### config.mk
export PLATFORM = sky130hd
export DESIGN_NAME = ifu_fetch
export DESIGN_NICKNAME = d
export VERILOG_FILES = /design/src/rtl/ifu_fetch.sv
export SDC_FILE = /design/constraint.sdc
export NUM_CORES = 1
export LEC_CHECK = 0
export CAP_MARGIN = 40
export CORE_MARGIN = 5
export CORE_UTILIZATION = 44
export DETAILED_ROUTE_END_ITERATION = 7
export GPL_TIMING_DRIVEN = 0
export PLACE_DENSITY = 0.86
export SYNTH_ARGS = -nofsm -noshare
export SYNTH_HDL_FRONTEND = slang
export SYNTH_SLANG_ARGS = --single-unit
### constraint.sdc
create_clock -name clk -period 3.2 [get_ports clk]
set_clock_uncertainty 0.15 [all_clocks]
set_input_delay 0.8 -clock clk [delete_from_list [all_inputs] [get_ports clk]]
set_output_delay 0.8 -clock clk [all_outputs]
set_load 0.1 [all_outputs]
### src/rtl/ifu_fetch.sv
// Instruction fetch stage.
// Takes a PC from the PC stage, issues one outstanding read to instruction
// memory, captures the returned word and presents {inst, inst_pc} to decode.
// A redirect (flush) kills the current fetch; a response already in flight
// is absorbed by the kill register so it never reaches decode.
// Misaligned PCs bypass memory and are handed to decode with misalign set.
//
// Handshake rules (all three interfaces): a transfer happens on a rising
// edge where valid and ready are both high. A valid that has been raised is
// held with stable payload until the transfer (flush does not withdraw an
// issued memory request). The producer's valid never depends on the
// consumer's ready; pc_ready is combinational and independent of pc_valid.
module ifu_fetch #(
    parameter int unsigned          WIDTH      = 32,
    parameter logic [WIDTH-1:0]     START_ADDR = 32'h80000000,
    parameter int unsigned          INST_W     = 32
) (
    input  logic              clk,
    input  logic              rst,

    // PC stage side
    input  logic [WIDTH-1:0]  pc_in,
    input  logic              pc_valid,
    output logic              pc_ready,
    input  logic              flush,

    // Instruction memory request
    output logic              imem_req_valid,
    output logic [WIDTH-1:0]  imem_req_addr,
    input  logic              imem_req_ready,

    // Instruction memory response
    input  logic              imem_rsp_valid,
    input  logic [INST_W-1:0] imem_rsp_data,

    // Decode side
    output logic              inst_valid,
    output logic [INST_W-1:0] inst,
    output logic [WIDTH-1:0]  inst_pc,
    output logic              misalign,
    input  logic              inst_ready,

    // Status / debug
    output logic [31:0]       fetch_cnt,
    output logic [1:0]        dbg_state
);

    typedef enum logic [1:0] {
        IDLE = 2'd0,   // nothing held, ready for a PC
        REQ  = 2'd1,   // memory request presented
        WAIT = 2'd2,   // request accepted, awaiting response
        HOLD = 2'd3    // instruction presented to decode
    } state_t;

    state_t state;
    state_t state_nxt;
    logic   kill;
    logic   kill_nxt;

    logic   accept;
    logic   aligned;
    logic   rsp_take;
    logic   deliver;

    assign aligned = (pc_in[1:0] == 2'b00);
    assign accept  = pc_valid && pc_ready;

    // A response is captured only when nothing has asked for it to be dropped.
    assign rsp_take = (state == WAIT) && imem_rsp_valid && !kill && !flush;

    // Decode consumes the held instruction; a same-cycle flush cancels it.
    assign deliver = (state == HOLD) && inst_ready && !flush;

    // State and kill register.
    always_ff @(posedge clk) begin
        if (rst) begin
            state <= IDLE;
            kill  <= 1'b0;
        end else begin
            state <= state_nxt;
            kill  <= kill_nxt;
        end
    end

    // Next-state and kill logic; flush takes precedence over normal flow.
    always_comb begin
        state_nxt = state;
        kill_nxt  = kill;
        if (flush) begin
            case (state)
                IDLE, HOLD: begin
                    state_nxt = IDLE;
                end
                REQ: begin
                    // The request cannot be withdrawn: finish it and drop
                    // whatever comes back.
                    kill_nxt = 1'b1;
                    if (imem_req_ready) begin
                        state_nxt = WAIT;
                    end
                end
                WAIT: begin
                    if (imem_rsp_valid) begin
                        // Response lands this very cycle: drop it here.
                        state_nxt = IDLE;
                        kill_nxt  = 1'b0;
                    end else begin
                        kill_nxt = 1'b1;
                    end
                end
                default: begin
                    state_nxt = IDLE;
                end
            endcase
        end else begin
            case (state)
                IDLE: begin
                    if (accept) begin
                        state_nxt = aligned ? REQ : HOLD;
                    end
                end
                REQ: begin
                    if (imem_req_ready) begin
                        state_nxt = WAIT;
                    end
                end
                WAIT: begin
                    if (imem_rsp_valid) begin
                        if (kill) begin
                            state_nxt = IDLE;
                            kill_nxt  = 1'b0;
                        end else begin
                            state_nxt = HOLD;
                        end
                    end
                end
                HOLD: begin
                    if (inst_ready) begin
                        if (accept) begin
                            state_nxt = aligned ? REQ : HOLD;
                        end else begin
                            state_nxt = IDLE;
                        end
                    end
                end
                default: begin
                    state_nxt = IDLE;
                end
            endcase
        end
    end

    // Handshake outputs decoded from the current state.
    always_comb begin
        pc_ready       = 1'b0;
        imem_req_valid = 1'b0;
        inst_valid     = 1'b0;
        dbg_state      = state;
        if (!rst && !kill && !flush) begin
            pc_ready = (state == IDLE) || ((state == HOLD) && inst_ready);
        end
        imem_req_valid = (state == REQ);
        inst_valid     = (state == HOLD);
    end

    // Datapath: request address, held instruction and delivery counter.
    always_ff @(posedge clk) begin
        if (rst) begin
            imem_req_addr <= '0;
            inst          <= '0;
            inst_pc       <= START_ADDR;
            misalign      <= 1'b0;
            fetch_cnt     <= 32'd0;
        end else begin
            if (accept) begin
                inst_pc <= pc_in;
                if (aligned) begin
                    imem_req_addr <= pc_in;
                end else begin
                    inst     <= '0;
                    misalign <= 1'b1;
                end
            end
            if (rsp_take) begin
                inst     <= imem_rsp_data;
                misalign <= 1'b0;
            end
            if (deliver) begin
                fetch_cnt <= fetch_cnt + 32'd1;
            end
        end
    end

endmodule

* After elaboration in Yosys (flattened, before gate mapping)
Index checks and enable logic that the tools add are counted.
** Word-level totals
- Word-level logic and storage cells :: 61
- Bits in registers :: 132
- Bits of input ports :: 71
- Output and inout port bits :: 134
** Operators by class
- Mux-type cells :: 20
- Add/subtract/negate cells :: 1
- Bitwise operators :: 1
- Eq/ne operators :: 7
- Reduce and logical (&&, ||, !) cells :: 25
** Operators by type and width (number)
- $mux W32 :: 3
- $add A32 B1 Y32 const B :: 1
- $mux W2 :: 9
- $logic_and A1 B1 Y1 :: 8
- $pmux W2 S4 :: 1
- $reduce_bool A2 Y1 :: 4
- $pmux W2 S3 :: 1
- $reduce_and A2 Y1 :: 3
- $reduce_and A3 Y1 :: 2
- $mux W1 :: 5
- $eq A2 B2 Y1 const B :: 2
- $logic_not A2 Y1 :: 2
- $reduce_or A2 Y1 :: 2
- $logic_not A1 Y1 :: 3
- $ne A3 B2 Y1 const B :: 1
- $ne A3 B3 Y1 const B :: 1
- $eq A2 B1 Y1 const B :: 1
- $ne A2 B1 Y1 const B :: 1
- $ne A2 B2 Y1 const B :: 1
- $pmux W1 S2 :: 1
- $logic_or A1 B1 Y1 :: 1
- $not A1 Y1 :: 1

* Depth between registers and ports, before layout
- Depth in word-level cells :: 9
- Gate-level depth with buffers :: 8
- Depth with buffers taken out :: 6

* Worst setup path before layout
OpenSTA, ideal clock, no wires.
- Path type :: reg-to-output
- Start point :: reg state[1], in the netlist dbg_state[1]
- End point :: out pc_ready
- Slack :: -3228 ps
- Cell stages (with the launch flop) :: 4
- Path buffers :: 0
- Required time :: 2250 ps
- Arrival time :: 5478 ps
- Cells stage by stage :: dfxtp_1 ha_1 a21o_1 nor4b_1
** On the way
- Word-level cells in the longest chain between the ends :: 4
- Elaborated cells between the ends (all ways) :: 5
- Classes of those cells :: eq/ne (1); mux (1); reduce/logical (3)
** RTL lines
- start, declared :: line 55 : state_t state;
- start signal, assigned :: line 80 : state <= state_nxt;
- $eq A2 B2 Y1
- net inst_valid :: line 37 : output logic inst_valid,
- $logic_and A1 B1 Y1 :: line 160 : pc_ready = (state == IDLE) || ((state == HOLD) && inst_ready);
- $logic_or A1 B1 Y1 :: line 160
- $mux W1 :: line 159 : if (!rst && !kill && !flush) begin
- end, declared :: line 24 : output logic pc_ready,
The timed path passes the listed nets, and every way through them passes these cells.

* Worst setup path after layout
- Start point :: in flush
- End point :: reg inst_pc[9]
** On the way
- Word-level cells in the longest chain between the ends :: 4
** RTL lines
- start, declared :: line 25 : input logic flush,
- $logic_not A1 Y1 :: line 159
- $logic_and A1 B1 Y1 :: line 159
- $mux W1 :: line 159
- $logic_and A1 B1 Y1 :: line 66 : assign accept = pc_valid && pc_ready;
- end signal, assigned :: line 176 : inst_pc <= pc_in;
- end, declared :: line 39 : output logic [WIDTH-1:0] inst_pc,
No other way between the ends.
A chain may end at the register's enable or synchronous reset.

==> reports/metrics.cfg <==
[run_status]
status = finished clean

[synthesis]
ys_seq_area_frac = 0.504
synth-seq-cells = 132
synth.largest_area_cell = dfxtp_1
syn-num-nets = 686
synth-edff-count = 0
syn_area_per_cell_um2 = 8.60
synth_ff_type = dfxtp_1
synth_cell_types = 48
synth_top_cell_area_share = 0.504
synth_area_leaders = dfxtp_1 (50%), nand2_1 (10%), a21oi_1 (5.1%)
async_flop_share = 0
synth_warnings = 0
synth_area_um2 = 5240
syn_inst = 609
yosys-top-cells-count = nand2_1 (139), dfxtp_1 (132), a21oi_1 (53)
yosysMostFrequentCell = nand2_1

[floorplanning]
ios = 205
row_count = 39
core_area_um2 = 11600
initial_core_util = 0.453
die-height_um = 119
fp.dieW_um = 119
die_area_um2 = 14200

[power_and_ir_drop]
p_per_area_nw_per_um2 = 511
vdd_ir_drop_max_mv = 0.393
p_leak_nw = 4.10
total_power_mw = 5.43

[route]
drt-initial-drc-count = 942
dr_wl_met2_um = 14300
wl_um = 29700
top_layer = met5
ant_nets = 0
dr_total_vias = 7126
wl_met1_um = 9340
wl_per_cell_um = 26.5
met3_length_um = 3040
drt-vias-per-instance = 6.35
first_pass_iters = 8
drcViolationCount = 0

[clock_tree]
clock_tree.root_cell = clkbuf_16
tritoncts = yes
path_clk_slew_ns = 0.07
cts_buffers = 17
htree_levels = 4
clock_latency_ns = 0.43
clockBufferDepth = 2
cts_sinks = 132

[timing]
fmax_ghz = 0.313
layout_min_cycle_time_ns = 3.19
hold_viol = 0
period_share = 0.998
slew_headroom = 0.536
final-max-slew-violation-count = 0
rsz0062_at_grt = false
worst_pin_slew_ns = 0.697
setup_violations = 0

[cells_and_area]
multi_input_area_um2 = 2420
ff_latch_area_um2 = 2650
drive_above_1_share = 0.190
diodes = 0
fin_nets = 1043
areaGrowthSynthToFinish_pct = 103
fillers = 368
stdcell_count = 1122

[worst_setup_path]
worstPathRequired_ns = 3.40
cp.arrival_ns = 3.39
critPathMaxStageDelay_ns = 0.52
end_kind = register
crit_path_top_delay_cell = nor4b_2
worstPathCellList = clkdlybuf4s50_1, buf_6, nor4b_2, and2_1, clkbuf_1, clkbuf_1, nand2_1, nand2_1
reg2reg_depth = 8
crit_type = primary input to register
cp_max_fo = 10
start_kind = primary input

[place]
portBuffers = 204
gp_congestion = 0.846
dp.cells = 1090
dpl.hpwl_um = 18200

[run]
drv_cap = 0

[hold_path]
hold_depth = 2
hp-class = register to register

[global_route]
grt_max_degree = 17
grt_use_total = 0.416
grt_pass1_wl_um = 45400
grt_antenna_before_repair = 1
grt_pass1_vias = 7652
gr-total-overflow = 0

-- report_power, final --
| part | total [mW] | internal (mW) | switching (mW) |
|---|---|---|---|
| clock network | 2.35 | 1.53 | 0.822 |
| logic | 1.31 | 0.504 | 0.805 |
| registers | 1.77 | 1.71 | 0.0615 |
| total | 5.43 | 3.74 | 1.69 |
-- cell usage in the layout (no fill, tap or decap), types with 6 or more instances in the layout --
master / netlist / routed
nand3_1: 12 / 12
or4_1: 17 / 17
buf_8: 0 / 101
a22oi_1: 32 / 32
clkbuf_16: 0 / 17
bufinv_16: 0 / 6
clkdlybuf4s50_1: 0 / 201
nand2_1: 139 / 139
nor2_1: 44 / 44
clkbuf_1: 40 / 37
buf_16: 0 / 33
xor2_1: 6 / 6
nand3b_1: 32 / 32
o31ai_1: 17 / 17
a21oi_1: 53 / 52
dfxtp_1: 132 / 130
nand4_1: 10 / 10
and3_1: 6 / 6
-- critical path, delay by kind of cell --
family	cells	cell delay [ns]
buf+inv	4	1.47
simple gates	4	1.12
-- final cells by class --
class,count,share of cell area
sequential,132,0.249
tap,143,0.0168
clock inverter,11,0.0207
clock buffer,21,0.0442
multi-input combinational,426,0.227
timing repair buffer,338,0.420
inverter,5,0.00176
buffer,46,0.0201
-- stage by stage --
stage | hold slack, ns | utilization | TNS (ns) | instance area (um2) | setup slack [ns]
floorplan | 0.423 | - | 0 | 5280 | 0.000383
global placement | 0.292 | 0.648 | -1.08 | 7500 | -1.08
detailed placement | 0.310 | 0.858 | -1.55 | 9920 | -0.779
CTS | 0.318 | 0.919 | 0 | 10600 | 0.0275
global route | 0.341 | 0.920 | 0 | 10600 | 0.0797
finish | 0.318 | 0.920 | 0 | 10600 | 0.00666
-- path summary, 6_finish.rpt --
kind	to	slack (ns)	startpoint
worst max-delay path	inst_pc[9]$_SDFFE_PP0P_	0.007	flush
worst min-delay path	imem_req_addr[26]$_SDFFE_PP0P_	0.32	imem_req_addr[26]$_SDFFE_PP0P_
worst max register to register	inst[20]$_SDFFE_PP0P_	0.32	dbg_state[0]$_SDFFE_PP0P_
worst min register to register	imem_req_addr[26]$_SDFFE_PP0P_	0.32	imem_req_addr[26]$_SDFFE_PP0P_
-- per-layer routing --
layer | track usage | vias up
li1 | - | 2855
met1 | 0.406 | 3302
met2 | 0.704 | 697
met3 | 0.137 | 270
met4 | 0.362 | 2
met5 | 0 | -
-- state kept, by name, summed over array words and instances, names as in the netlist --
signal and flops:
inst 32, fetch_cnt 32, imem_req_addr 32, dbg_state 2
misalign 1, kill 1, inst_pc 32
-- cell families (layout without fill, tap and decap cells) --
kind of cell,after synthesis,after routing,synth area share
AO/OA/AOI/OAI,117,117,0.142
adder cells (fa/ha/maj),6,6,0.0143
AND/OR/NAND/NOR,292,292,0.280
XOR/XNOR,10,10,0.0167
flip-flops,132,132,0.504
multiplexers,1,1,0.00215
buffers and inverters,51,421,0.0401
-- timing repair --
item	CTS	global route
setup endpoints to repair	1	4
resized for setup	7	6
setup buffers	1	0
hold buffers	0	0
pin swaps	2	0
(Power assumes the default switching activity.)
